File: src/rtl/seq_add_pkg.sv
// ============================================================================
// Module   : seq_add_pkg
// Brief    : Shared slice width and controller states for seq_add_wide.
// Revision : 1.0 - initial release
// ============================================================================
`default_nettype none

package seq_add_pkg;

  localparam int SLICE_W = 16;

  typedef enum logic [0:0] {
    IDLE = 1'b0,
    ADD  = 1'b1
  } state_t;

endpackage

`default_nettype wire

File: src/rtl/seq_add_wide_csa.sv
// ============================================================================
// Module   : CSA_16bit
// Brief    : 16-bit carry select adder, two 8-bit halves.
// Revision : 1.0 - initial release
// ============================================================================
`default_nettype none

module CSA_16bit
  import seq_add_pkg::*;
(
  input  logic [SLICE_W-1:0] a,
  input  logic [SLICE_W-1:0] b,
  input  logic               cin,
  output logic [SLICE_W-1:0] sum,
  output logic               cout
);

  localparam int c_HALF = SLICE_W / 2;

  logic [c_HALF:0] w_lo;
  logic [c_HALF:0] w_hi0;
  logic [c_HALF:0] w_hi1;

  assign w_lo  = {1'b0, a[c_HALF-1:0]} + {1'b0, b[c_HALF-1:0]} + {{c_HALF{1'b0}}, cin};
  // Upper half is precomputed for both possible carries and picked by the low carry.
  assign w_hi0 = {1'b0, a[SLICE_W-1:c_HALF]} + {1'b0, b[SLICE_W-1:c_HALF]};
  assign w_hi1 = {1'b0, a[SLICE_W-1:c_HALF]} + {1'b0, b[SLICE_W-1:c_HALF]} + {{c_HALF{1'b0}}, 1'b1};

  assign sum  = {(w_lo[c_HALF] ? w_hi1[c_HALF-1:0] : w_hi0[c_HALF-1:0]), w_lo[c_HALF-1:0]};
  assign cout = w_lo[c_HALF] ? w_hi1[c_HALF] : w_hi0[c_HALF];

endmodule

`default_nettype wire

File: src/rtl/seq_add_wide.sv
// ============================================================================
// Module   : seq_add_wide
// Brief    : Multi-cycle wide adder, one 16-bit slice per clock, LSB first.
// Revision : 1.0 - initial release
// ============================================================================
`default_nettype none

module seq_add_wide
  import seq_add_pkg::*;
#(
  parameter int WIDTH = 64
) (
  input  logic             clk,
  input  logic             rst,
  input  logic             start,
  input  logic [WIDTH-1:0] a,
  input  logic [WIDTH-1:0] b,
  input  logic             cin,
  output logic             busy,
  output logic             done,
  output logic [WIDTH-1:0] sum,
  output logic             cout
);

  localparam int N     = WIDTH / SLICE_W;
  localparam int IDX_W = (N > 1) ? $clog2(N) : 1;
  localparam logic [IDX_W-1:0] c_LAST = IDX_W'(N - 1);

  state_t                      r_state;
  state_t                      w_state_next;
  logic [N-1:0][SLICE_W-1:0]   r_a;
  logic [N-1:0][SLICE_W-1:0]   r_b;
  logic [N-1:0][SLICE_W-1:0]   r_sum;
  logic [IDX_W-1:0]            r_idx;
  logic                        r_carry;
  logic                        r_cout;
  logic                        r_done;
  logic [SLICE_W-1:0]          w_slice_sum;
  logic                        w_slice_cout;

  CSA_16bit u_csa (
    .a    (r_a[r_idx]),
    .b    (r_b[r_idx]),
    .cin  (r_carry),
    .sum  (w_slice_sum),
    .cout (w_slice_cout)
  );

  always_comb begin
    w_state_next = r_state;
    case (r_state)
      IDLE:    if (start) w_state_next = ADD;
      ADD:     if (r_idx == c_LAST) w_state_next = IDLE;
      default: w_state_next = IDLE;
    endcase
  end

  always_ff @(posedge clk) begin
    if (rst) begin
      r_state <= IDLE;
      r_a     <= '0;
      r_b     <= '0;
      r_sum   <= '0;
      r_idx   <= '0;
      r_carry <= 1'b0;
      r_cout  <= 1'b0;
      r_done  <= 1'b0;
    end else begin
      r_state <= w_state_next;
      r_done  <= 1'b0;
      if (r_state == IDLE) begin
        // Previous sum stays visible until overwritten slice by slice.
        if (start) begin
          r_a     <= a;
          r_b     <= b;
          r_carry <= cin;
          r_idx   <= '0;
        end
      end else begin
        r_sum[r_idx] <= w_slice_sum;
        r_carry      <= w_slice_cout;
        r_idx        <= r_idx + 1'b1;
        if (r_idx == c_LAST) begin
          r_cout <= w_slice_cout;
          r_done <= 1'b1;
        end
      end
    end
  end

  assign busy = (r_state == ADD);
  assign done = r_done;
  assign sum  = r_sum;
  assign cout = r_cout;

endmodule

`default_nettype wire

File: config.mk
export PLATFORM = sky130hd
export DESIGN_NAME = seq_add_wide
export DESIGN_NICKNAME = d
export VERILOG_FILES = /design/src/rtl/seq_add_pkg.sv /design/src/rtl/seq_add_wide_csa.sv /design/src/rtl/seq_add_wide.sv
export SDC_FILE = /design/constraint.sdc
export NUM_CORES = 1
export LEC_CHECK = 0
export BUFFER_PORTS_ARGS = -buffer_cell sky130_fd_sc_hd__buf_2
export CORE_MARGIN = 5
export CORE_UTILIZATION = 50
export DETAILED_ROUTE_END_ITERATION = 10
export PLACE_DENSITY = 0.75
export RECOVER_POWER = 25
export SLEW_MARGIN = 0
export SYNTH_ARGS = -nofsm -noshare
export SYNTH_HDL_FRONTEND = slang
export SYNTH_SLANG_ARGS = --single-unit
File: constraint.sdc
create_clock -name clk -period 5.3 [get_ports clk]
set_input_delay 0.53 -clock clk [delete_from_list [all_inputs] [get_ports clk]]
set_output_delay 0.53 -clock clk [all_outputs]
set_load 0.05 [all_outputs]
==> reports/qor.yml <==
status: "finished clean"
rsz0062_at_grt: "false"
layout_commonest_cell: "nand2_1"
fmax_ghz: 0.249
avgSynthCellArea_sq_um: 8.65
clk-insertion-delay-late_ps: 440
synth-edff-count: 0
io_pins: 199
ys_types: 62
initial_core_util_pct: 51.3
drv_cap: 0
ys_top_cells_by_area: "dfxtp_1 (46%), nand2_1 (13%), a21oi_1 (8.9%), mux4_2 (8.4%), ha_1 (2.9%)"
design_area_sq_um: 10100
hold_violations: 0
final-setup-viol-count: 0
cp_cell_sequence: "buf_4 > mux4_2 > fa_1 > a21o_1 > a31oi_1 > o32ai_1 > nor3_2 > a311oi_1 > a2111oi_2"
final_nets: 1294
worstSetupPathType: "flip-flop to flip-flop"
cts_tree: "yes"
cts_resized: 0
grt_pass1_vias: 6926
holdBufCountCts: 0
layout_common_cells: "nand2_1 (305), dfxtp_1 (197), a21oi_1 (152)"
fin_setup_tns_ps: 0
worstMarginPinSlew_ps: 1110
final_layout_size_suffix_gt1_share_pct: 19.0
grt-ovfl-total: 0
std_cell_rows: 47
vias_per_cell: 5.41
pwr_density_cell_nw_per_um2: 336
synth_top_cell_area_share_pct: 46.4
routedWlPerCell_um: 16.9
yosys_warnings: 0
cts_setup_buffers: 0
cp_slowest_cell: "dfxtp_2"
synth-async-reset-ratio_pct: 0
clock_sinks: 198
wirelength_um: 23200
worstPathRequired_ps: 5640
hold-worst-slack_ps: 323
syn_inst: 987
yosysSeqAreaShare_pct: 46.4
clockBufferDepth: 2
gp_congestion: 0.895
drc: 0
cp_slowest_stage_delay_ps: 680
die-area_sq_um: 19800
maxSlewHeadroom_pct: 25.7
grt_antenna_before_repair: 0
p_leak_nw: 3.92
die_h_um: 141
crit_path_start_kind: "flip-flop"
final_max_slew_viol_count: 0
dr.first_iter.drc_count: 683
fin_crit_ps: 4010
grt_start_max_net_pins: 106
die_w_um: 141
place_hpwl_um: 16800
place_area_sq_um: 9590
syn-num-nets: 1142
ant_nets: 0
synth-seq-cells: 198
cts_buffers: 17
post-route-period-util_pct: 75.7
worstPathArrival_ps: 4350
critPathCaptureType: "flip-flop"
regArea_sq_um: 3970
hold_path_class: "input port to flip-flop"
cts-root-buf: "clkbuf_16"
area_growth_pct: 18.4
track_usage_pct: 23.1
cp_max_fo: 17
postLayoutCoreUtil_pct: 60.7
yosys_most_used_dff: "dfxtp_1"
ir_drop_uv: 284
first_pass_iters: 5
path_clk_slew_ps: 70
grt_first_pass_wirelength_um: 36700
core_sq_um: 16600
finClkSkew_ps: 11.9
synth_area_sq_um: 8540
power_mw: 3.39
nFillCells: 1470
port_buffers: 198
multi_input_area_sq_um: 4250
htreeDepth: 4
vias: 7434
yosysTopAreaCell: "dfxtp_1"
==> critical path, delay by kind of cell, from the launching register on <==
family                   cells  cell delay, ps
adder cells (fa/ha/maj)      1             450
AND/OR/NAND/NOR              1             610
AO/OA/AOI/OAI                5            1200
multiplexers                 1             600
flip-flops                   1             680
buffers and inverters        1             390
==> final timing paths <==
check	slack (ps)	end	cells after the start	start
setup / recovery	1290	r_carry$_SDFFE_PP0P_	9	r_idx[0]$_SDFFE_PP0P_
hold / removal	320	r_b[46]$_SDFFE_PP0P_	3	b[46]
setup reg to reg	1290	r_carry$_SDFFE_PP0P_	9	r_idx[0]$_SDFFE_PP0P_
hold reg to reg	450	sum[33]$_SDFFE_PP0P_	2	sum[33]$_SDFFE_PP0P_
==> synthesized netlist by cell type (all sizes together), types with 2 or more instances <==
cell type and number:
o211ai 11, nand2 306, a21oi 152, nand3b 6, buf 11, nor2 50
or2 2, o21bai 2, dfxtp 198, nor3b 5, xor2 7, nor2b 5
nor4 5, fa 3, nor3 8, a21o 5, ha 20, mux2i 2
a22o 4, o41ai 3, mux4 32, a211oi 26, xnor2 5, and2 5
a211o 2, o21a 3, clkbuf 61, inv 9, and4 4, o21ai 15
==> power breakdown <==
group	total (mW)	leakage, nW	switching (mW)	internal [mW]
Clock	1.30	0.292	0.584	0.718
Sequential	1.61	1.62	0.0485	1.56
Combinational	0.480	2.01	0.307	0.172
Total	3.39	3.92	0.940	2.45
==> area by class of cell <==
type	count	area share [%]
multi-input cells	707	42.1
flip-flops and latches	198	39.2
repair buffers	205	9.70
clock buffers	20	4.42
well taps	220	2.72
clock inverters	12	1.41
inverters	10	0.372
diodes	1	0.0248
==> metrics by stage <==
stage	setup WS [ps]	std cells
final	1290	1373
after CTS	1260	1372
after global routing	966	1372
after detailed placement	1290	1340
after global placement	1470	1340
after floorplan	1600	987
==> kinds of logic (layout without fill, tap and decap cells) <==
kind of cell | Yosys count | count (layout) | synth area share [%]
simple gates | 403 | 403 | 19.8
compound gates | 235 | 235 | 16.3
flops | 198 | 198 | 46.4
buf+inv | 82 | 247 | 3.91
mux | 34 | 34 | 8.68
fa+ha+maj | 23 | 23 | 3.64
xor+xnor | 12 | 12 | 1.23
other cells | 0 | 1 | 0
==> registers in the layout (all words and copies together) (netlist names) <==
register,flops
cout,1
r_idx,2
sum,64
r_b,64
r_carry,1
done,1
r_a,64
busy,1
==> metal layers <==
layer  track usage [%]  up-vias  wire length [um]
li1                  -     3697                 -
met3              5.18       31              1740
met2              34.7      255             10300
met5                 0        -                 0
met4              6.53        0               435
met1              33.8     3451             10700
Note: power is estimated with default switching activity, not from simulation.
